### src/rtl/knight_tour_seq.sv
// knight_tour_seq: steps through the solver's move store, splits each one-hot
// knight move into a vertical leg and a horizontal leg, and hands them to the
// motion consumer one at a time. It waits for the consumer's accept and
// completion handshakes before issuing the next leg. Outside a tour, host
// (UART) commands pass straight through to the consumer.
// Optional build macro: TOUR_ABORT_EN -- a host command with opcode 4'hF
// aborts a running tour.
module knight_tour_seq #(
    parameter int          NUM_MOVES  = 24,
    parameter logic [3:0]  OP_MOVE    = 4'h2,
    parameter logic [3:0]  OP_FANFARE = 4'h3
) (
    input  logic        clk,
    input  logic        rst,
    input  logic        start_tour,
    output logic [4:0]  mv_indx,
    input  logic [7:0]  move,
    input  logic [15:0] uart_cmd,
    input  logic        uart_cmd_rdy,
    output logic        clr_uart_cmd_rdy,
    output logic [15:0] cmd,
    output logic        cmd_rdy,
    input  logic        clr_cmd_rdy,
    input  logic        send_resp,
    output logic [7:0]  resp,
    output logic        tour_busy,
    output logic        tour_err
);

    typedef enum logic [2:0] {IDLE, LOAD, VERT, WAIT_V, HORZ, WAIT_H, NEXT} state_t;

    localparam logic [4:0] LAST_INDX = 5'(NUM_MOVES - 1);
    localparam logic [7:0] HD_NORTH  = 8'h00;
    localparam logic [7:0] HD_SOUTH  = 8'h7F;
    localparam logic [7:0] HD_WEST   = 8'h3F;
    localparam logic [7:0] HD_EAST   = 8'hBF;

    state_t      state_q, state_d;
    logic [4:0]  mv_indx_q, mv_indx_d;
    logic        tour_busy_q, tour_busy_d;
    logic        tour_err_q, tour_err_d;
    logic        tour_cmd_rdy_q, tour_cmd_rdy_d;
    logic [15:0] vert_leg_q, vert_leg_d;
    logic [15:0] horz_leg_q, horz_leg_d;

    logic [7:0]  v_head, h_head;
    logic [3:0]  v_sq, h_sq;
    logic        move_onehot;
    logic        abort;
    logic        in_idle;
    logic        on_horz;

`ifdef TOUR_ABORT_EN
    assign abort = tour_busy_q && uart_cmd_rdy && (uart_cmd[15:12] == 4'hF);
`else
    assign abort = 1'b0;
`endif

    // Decode the one-hot move into heading/distance for each leg.
    always_comb begin
        v_head = HD_NORTH;
        h_head = HD_EAST;
        v_sq   = 4'd0;
        h_sq   = 4'd0;
        unique case (move)
            8'h01:   begin v_head = HD_NORTH; v_sq = 4'd2; h_head = HD_WEST; h_sq = 4'd1; end
            8'h02:   begin v_head = HD_NORTH; v_sq = 4'd2; h_head = HD_EAST; h_sq = 4'd1; end
            8'h04:   begin v_head = HD_NORTH; v_sq = 4'd1; h_head = HD_WEST; h_sq = 4'd2; end
            8'h08:   begin v_head = HD_SOUTH; v_sq = 4'd1; h_head = HD_WEST; h_sq = 4'd2; end
            8'h10:   begin v_head = HD_SOUTH; v_sq = 4'd2; h_head = HD_WEST; h_sq = 4'd1; end
            8'h20:   begin v_head = HD_SOUTH; v_sq = 4'd2; h_head = HD_EAST; h_sq = 4'd1; end
            8'h40:   begin v_head = HD_SOUTH; v_sq = 4'd1; h_head = HD_EAST; h_sq = 4'd2; end
            8'h80:   begin v_head = HD_NORTH; v_sq = 4'd1; h_head = HD_EAST; h_sq = 4'd2; end
            default: begin v_head = HD_NORTH; v_sq = 4'd0; h_head = HD_EAST; h_sq = 4'd0; end
        endcase
        move_onehot = (move != 8'h00) && ((move & (move - 8'd1)) == 8'h00);
    end

    // Tour sequencing: next state, index, flags and latched legs.
    always_comb begin
        state_d        = state_q;
        mv_indx_d      = mv_indx_q;
        tour_busy_d    = tour_busy_q;
        tour_err_d     = tour_err_q;
        tour_cmd_rdy_d = tour_cmd_rdy_q;
        vert_leg_d     = vert_leg_q;
        horz_leg_d     = horz_leg_q;
        case (state_q)
            IDLE: begin
                if (start_tour) begin
                    mv_indx_d   = 5'd0;
                    tour_err_d  = 1'b0;
                    tour_busy_d = 1'b1;
                    state_d     = LOAD;
                end
            end
            LOAD: begin
                // Latch now so the solver may move mv_indx's data afterward.
                vert_leg_d = {OP_MOVE, v_head, v_sq};
                horz_leg_d = {OP_FANFARE, h_head, h_sq};
                if (!move_onehot) begin
                    tour_err_d = 1'b1;
                    state_d    = NEXT;
                end else begin
                    tour_cmd_rdy_d = 1'b1;
                    state_d        = VERT;
                end
            end
            VERT: begin
                // Accept wins; a send_resp before/with accept is dropped.
                if (clr_cmd_rdy) begin
                    tour_cmd_rdy_d = 1'b0;
                    state_d        = WAIT_V;
                end
            end
            WAIT_V: begin
                if (send_resp) begin
                    tour_cmd_rdy_d = 1'b1;
                    state_d        = HORZ;
                end
            end
            HORZ: begin
                if (clr_cmd_rdy) begin
                    tour_cmd_rdy_d = 1'b0;
                    state_d        = WAIT_H;
                end
            end
            WAIT_H: begin
                if (send_resp) state_d = NEXT;
            end
            NEXT: begin
                if (mv_indx_q == LAST_INDX) begin
                    tour_busy_d = 1'b0;
                    state_d     = IDLE;
                end else begin
                    mv_indx_d = mv_indx_q + 5'd1;
                    state_d   = LOAD;
                end
            end
            default: state_d = IDLE;
        endcase
        // Abort abandons the tour wherever it is, even mid-leg.
        if (abort) begin
            tour_cmd_rdy_d = 1'b0;
            tour_busy_d    = 1'b0;
            state_d        = IDLE;
        end
    end

    // State and datapath registers, cleared asynchronously.
    always_ff @(posedge clk or posedge rst) begin
        if (rst) begin
            state_q        <= IDLE;
            mv_indx_q      <= 5'd0;
            tour_busy_q    <= 1'b0;
            tour_err_q     <= 1'b0;
            tour_cmd_rdy_q <= 1'b0;
            vert_leg_q     <= 16'h0000;
            horz_leg_q     <= 16'h0000;
        end else begin
            state_q        <= state_d;
            mv_indx_q      <= mv_indx_d;
            tour_busy_q    <= tour_busy_d;
            tour_err_q     <= tour_err_d;
            tour_cmd_rdy_q <= tour_cmd_rdy_d;
            vert_leg_q     <= vert_leg_d;
            horz_leg_q     <= horz_leg_d;
        end
    end

    // Output muxing: host passthrough in IDLE (held off by a starting tour
    // so the host command stays pending), tour legs otherwise.
    always_comb begin
        in_idle = (state_q == IDLE);
        on_horz = (state_q == HORZ) || (state_q == WAIT_H);
        if (in_idle) begin
            cmd              = uart_cmd;
            cmd_rdy          = uart_cmd_rdy & ~start_tour;
            clr_uart_cmd_rdy = clr_cmd_rdy & ~start_tour;
        end else begin
            cmd              = on_horz ? horz_leg_q : vert_leg_q;
            cmd_rdy          = tour_cmd_rdy_q & ~abort;
            clr_uart_cmd_rdy = abort;
        end
        resp = (in_idle || (on_horz && mv_indx_q == LAST_INDX)) ? 8'h5A : 8'hA5;
    end

    assign mv_indx   = mv_indx_q;
    assign tour_busy = tour_busy_q;
    assign tour_err  = tour_err_q;

endmodule

### config.mk
export PLATFORM = sky130hd
export DESIGN_NAME = knight_tour_seq
export DESIGN_NICKNAME = d
export VERILOG_FILES = /design/src/rtl/knight_tour_seq.sv
export SDC_FILE = /design/constraint.sdc
export NUM_CORES = 1
export LEC_CHECK = 0
export BUFFER_PORTS_ARGS = -buffer_cell sky130_fd_sc_hd__buf_2
export CORE_ASPECT_RATIO = 1.1
export CORE_MARGIN = 8
export CORE_UTILIZATION = 50
export DETAILED_ROUTE_END_ITERATION = 8
export PLACE_DENSITY_LB_ADDON = 0.2
export SLEW_MARGIN = 20
export SYNTH_ARGS = -nofsm -noshare
export SYNTH_HDL_FRONTEND = slang
export SYNTH_SLANG_ARGS = --single-unit
### constraint.sdc
create_clock -name clk -period 4.4 [get_ports clk]
set_input_delay 0.22 -clock clk [delete_from_list [all_inputs] [get_ports clk]]
set_output_delay 0.22 -clock clk [all_outputs]
set_load 0.05 [all_outputs]
### Yosys cells after proc, flatten, opt, wreduce, memory -nomap -nowiden

Index checks and enable logic that the tools add are counted.

* register bits after elaboration: 37
* latch bits: 0
* memory bits (writable): 0
* memory bits (read-only): 0
* output and inout bits: 33
* logic and storage cells: 88
* memories: 0

* add/subtract/negate cells: 2
* $mul: 0
* div/mod/pow operators: 0
* order comparisons: 0
* equality and inequality tests: 25
* shift-type cells: 0
* mux-type cells: 30
* bitwise operators: 4
* reduce and logical (&&, ||, !) cells: 20

Operators with widths (count)
* $pmux 3 s7: 1
* $mux 3: 6
* $ne 2x2->1 const B: 9
* $mux 16: 1
* $mux 8: 2
* $reduce_or 4->1: 4
* $mux 14: 1
* $mux 1: 10
* $mux 5: 2
* $pmux 5 s2: 1
* $eq 3x3->1 const B: 3
* $reduce_and 3->1: 3
* $and 8x8->8: 1
* $eq 8x1->1 const B: 1
* $eq 8x2->1 const B: 1
* $eq 8x3->1 const B: 1
* $eq 8x4->1 const B: 1
* $eq 8x5->1 const B: 1
* $eq 8x6->1 const B: 1
* $eq 8x7->1 const B: 1
* $eq 8x8->1 const B: 1
* $logic_not 8->1: 1
* $pmux 2 s2: 2
* $reduce_bool 8->1: 1
* 19 further kinds: 25

### Depth between registers and ports, before layout

* depth in word-level cells: 6
* gate-level depth with buffers: 5
* mapped depth without buffers: 5

### Worst setup path before layout

Ideal clock, no wire load.

* kind: register to output
* start point: register mv_indx_q[0] (netlist: mv_indx[0])
* end point: output resp[2]
* arrival: 3520 ps
* required time: 4180 ps
* path slack: 660 ps
* cell stages (with the launch flop): 6
* path buffers: 1
* cell sequence: dfrtp_1 -> ha_1 -> nand4b_1 -> o21ai_0 -> inv_1 -> buf_4

* cells in the longest elaborated chain, start to end: 4

Ends and longest elaborated chain
* start: declaration: line 39 `logic [4:0] mv_indx_q, mv_indx_d;`
* start signal: assignment: line 162 `mv_indx_q <= mv_indx_d;`
* $eq 5x5->1: line 185 `resp = (in_idle || (on_horz && mv_indx_q == LAST_INDX)) ? 8'h5A : 8'hA5;`
* $logic_and 1x1->1: line 185
* $logic_or 1x1->1: line 185
* $mux 8: line 185
* end: declaration: line 25 `output logic [7:0] resp,`

No other way between the ends.

### Final worst setup path

* start point: register state_q[2]
* end point: output cmd[5]

* cells in the longest elaborated chain, start to end: 4
* elaborated cells between the ends (all ways): 6

Ends and longest elaborated chain
* start: declaration: line 38 `state_t state_q, state_d;`
* start signal: assignment: line 161 `state_q <= state_d;`
* $eq 3x3->1: line 175 `on_horz = (state_q == HORZ) || (state_q == WAIT_H);`
* $logic_or 1x1->1: line 175
* $mux 14: line 181 `cmd = on_horz ? horz_leg_q : vert_leg_q;`
* $mux 16 (*): line 176 `if (in_idle) begin`
* end: declaration: line 21 `output logic [15:0] cmd,`

Every way passes the cells marked *; elsewhere a longest branch is shown, timed or not.

==> flow_results.org <==
** Run status
- The flow ran to the end, and the final reports show no timing, DRC or antenna violations.

** Pwr
- IR analysis of the VDD net gives a maximum drop of approximately 0.53 mV.
- Leakage Power :: 0.786 nW
- After layout, the design draws a total of between 1 and 1.5 mW.
- Power density over the cells :: between 800 and 900 nW/um^2

** Layout
- After filler insertion, the fill cell instance count of the layout stands at ~250.
- Area added between synthesis and finish :: 20.8%
- Layout cell share with drive strength beyond 1 :: between 30% and 40%
- The library cell used most frequently in the layout, excluding fill and tap cells, is buf_2.
- Diodes inserted :: 0
- After the last flow step, the layout net total stands at 240.
- Leading cell types in the layout, fill and taps excluded :: buf_2, o21ai_0, dfrtp_1
- Post-route standard cell area excluding fillers :: between 1500 and 2000 sq um

** Routing
- Total number of vias :: around 1300
- Post-Route WL :: between 3 and 4 mm
- Detail Route Antenna Nets :: 0
- After the first detailed-routing iteration, the DRC count stood at 78.
- Detailed-route vias per instance :: about 5.6
- In the routed design, unresolved DRC markers number 0.
- Routed length per placed instance :: roughly 15 um
- The pre-antenna-repair detailed-routing pass consisted of 4 iterations.

** Worst setup path
- Setup slack of the worst register-to-register path :: ~2.5 ns
- STA puts the critical path data required time at roughly 4.2 ns.
- The slowest stage of the critical path belongs to the cell dfrtp_1.
- STA classifies the critical path startpoint as a flop.
- In this run the worst path has a maximum fanout of 16.
- The critical path is of the reg2out type.
- STA classifies the critical path endpoint as a primary output.
- Cells along the critical path :: nor2b_1 -> or2_1 -> a22o_1 -> a21o_1 -> buf_2
- On the worst path, the slowest cell contributes a delay of around 0.68 ns.
- Worst Path Arrival :: 2.10 ns

** Clocking
- CTS tree :: yes
- Total number of clock tree sinks :: 16
- Cts bufs inserted :: 3
- Post_cts resized :: 0
- In this run the number of H-tree levels came out at 1.
- Latest clock arrival within the worst-skew pair :: around 0.3 ns
- CTS placed an instance of clkbuf_4 at the clock tree root.
- In this run the deepest clock path goes through 2 buffers.
- Clock-pin slew was measured on the worst setup and hold paths at ~0.1 ns.
- After clock tree synthesis, the setup repair step added 0 buffers.

** Worst hold path
- Worst min-delay path class :: in2reg

** STA
- Once routing completed, OpenROAD measured the worst setup slack at 2.08 ns.
- Setup violations remaining at the end of the flow were counted as 0.
- In the final timing run, aggregate negative setup slack is 0 ns.
- Min cycle time layout :: 2.32 ns
- Timing would allow up to 431 MHz.
- The worst path uses about 53% of the clock period.
- For the pin with the worst max-slew slack, the measured transition is ~0.6 ns.
- Setup repair after global routing left no endpoint under its margin.
- Final clock skew :: ~0.0048 ns
- Worst slew margin relative to its limit :: slightly below 60%
- Max-slew violations :: 0
- The final hold violation count is 0.

** Place
- Setup slack after placement :: between 2 and 2.5 ns
- Summed over all nets, the half-perimeter wirelength after detailed placement is around 2.9 mm.
- In this run the tool buffered the top-level ports with 62 buffer cells.
- Once placement finished, the instance area stood at between 1500 and 2000 sq um.
- Weighted congestion at the end of routability-driven global placement :: about 0.85

** Logic synthesis
- During synthesis, Yosys emitted a total of 0 warnings.
- Primary flip-flop cell chosen by synthesis mapping :: dfrtp_1
- Syn nets :: 190
- Mean instance size in the synthesized netlist :: around 8.2 sq um
- Yosys mapped a number of flops with a built-in enable equal to 0.
- Ys async rst share :: 100%
- Seq cells post-synth :: 16
- Post-synth cell types :: 43
- Post-Syn Instances :: between 150 and 200
- The mapped netlist covers approximately 1300 sq um.
- Summing the sequential cell areas from Yosys gives a little under a third of the chip area.

** Floorplan
- For this configuration, the core starts out at a cell density of a little over half.
- I/O pin count :: between 60 and 70
- Area of the die :: 4510 sq um
- The floorplan has 19 rows.
- Measured along the y axis, the die boundary spans around 70 um.
- Core box area :: roughly 2500 sq um
- The floorplan step set the die width to between 60 and 70 um.

** GRT
- The first global-routing pass estimated ~5.9 mm of wire.
- Global routing used 15.9% of the available tracks across all layers.
- Entering global routing, the biggest net connects 20 pins.
- The via count of the first global-routing pass came to about 1300.
- Global route overflow :: 0
- The number of antenna violations at the first check in global routing was 0.

** Run
- Max-cap check violation count :: 0
## flip-flops by register name, indices dropped and copies added (netlist names)
name and cells:
vert_leg_q 3, mv_indx 5, tour_err 1, horz_leg_q 2, state_q 3, tour_cmd_rdy_q 1
tour_busy 1
## final cells by class
type | count | area (sq um) | area share (%)
well taps | 31 | 38.8 | 2.46
clock buffers | 3 | 22.5 | 1.43
flip-flops and latches | 16 | 400 | 25.4
multi-input cells | 119 | 773 | 49.0
inverters | 6 | 22.5 | 1.43
repair buffers | 63 | 320 | 20.3
## where the power goes
group	switching, mW	internal [mW]
registers	0.0892	0.194
clock network	0.0501	0.0319
logic	0.757	0.245
total	0.897	0.471
## per-layer routing
layer	global-route usage [%]	wire (um)	up-vias
met5	0	0	-
met4	6.55	60	0
met3	5.33	291	7
met2	28.1	1880	41
met1	16.4	1360	612
li1	-	-	670
## what timing repair did
item	CTS	global route
endpoints found under the hold margin	16	0
hold buffers	1	0
endpoints found under the setup margin	0	0
## critical path: cells and delay by family (launching register included)
kind                   cells  cell delay (ns)
AND/OR/NAND/NOR            2             0.46
buffers and inverters      1             0.21
AO/OA/AOI/OAI              2             0.44
flip-flops                 1             0.68
## synthesized netlist by cell type (2+ instances only)
| cell type | number | area [sq um] |
|---|---|---|
| a22o_1 | 5 | 43.8 |
| nand3b_1 | 3 | 22.5 |
| inv_1 | 6 | 22.5 |
| buf_2 | 7 | 35.0 |
| nor2_1 | 8 | 30.0 |
| nand2b_1 | 3 | 18.8 |
| nand4b_1 | 2 | 17.5 |
| a22oi_1 | 6 | 45.0 |
| a21oi_1 | 6 | 30.0 |
| xor2_1 | 5 | 43.8 |
| a21o_1 | 6 | 45.0 |
| clkbuf_1 | 3 | 11.3 |
| nand2_1 | 15 | 56.3 |
| buf_4 | 7 | 52.6 |
| nor2b_1 | 4 | 25.0 |
| and2_1 | 4 | 25.0 |
| nor4_1 | 2 | 12.5 |
| xnor2_1 | 3 | 26.3 |
| o2111ai_1 | 2 | 17.5 |
| dfrtp_1 | 16 | 400 |
| nand3_1 | 4 | 20.0 |
| nor3_1 | 2 | 10.0 |
| o21ai_0 | 20 | 100 |
## metrics by stage
| step | util, % | hold slack (ns) | instances |
|---|---|---|---|
| CTS | 63.2 | 0.188 | 238 |
| global placement | 61.9 | 0.316 | 234 |
| global route | 63.2 | 0.227 | 238 |
| finish | 63.2 | 0.194 | 238 |
| detailed placement | 61.9 | 0.320 | 234 |
| floorplan | - | 0.134 | 159 |
## cells by family after synthesis
| logic type | count (synthesis) | share of synthesized area, % |
|---|---|---|
| adder cells (fa/ha/maj) | 1 | 0.958 |
| flip-flops | 16 | 30.7 |
| XOR/XNOR | 8 | 5.36 |
| AO/OA/AOI/OAI | 52 | 26.1 |
| buffers and inverters | 24 | 10.2 |
| AND/OR/NAND/NOR | 58 | 26.8 |
## final timing paths
path	from	cells past startpoint	end
worst max-delay path	state_q[2]	5	cmd[5]
worst min register to register	horz_leg_q[11]	2	horz_leg_q[11]
min in group asynchronous	rst	3	state_q[2]
worst max register to register	state_q[1]	4	mv_indx[2]
max in group asynchronous	rst	3	mv_indx[4]
worst min-delay path	start_tour	2	mv_indx[3]
No activity file was read; power rests on OpenSTA's default activity.
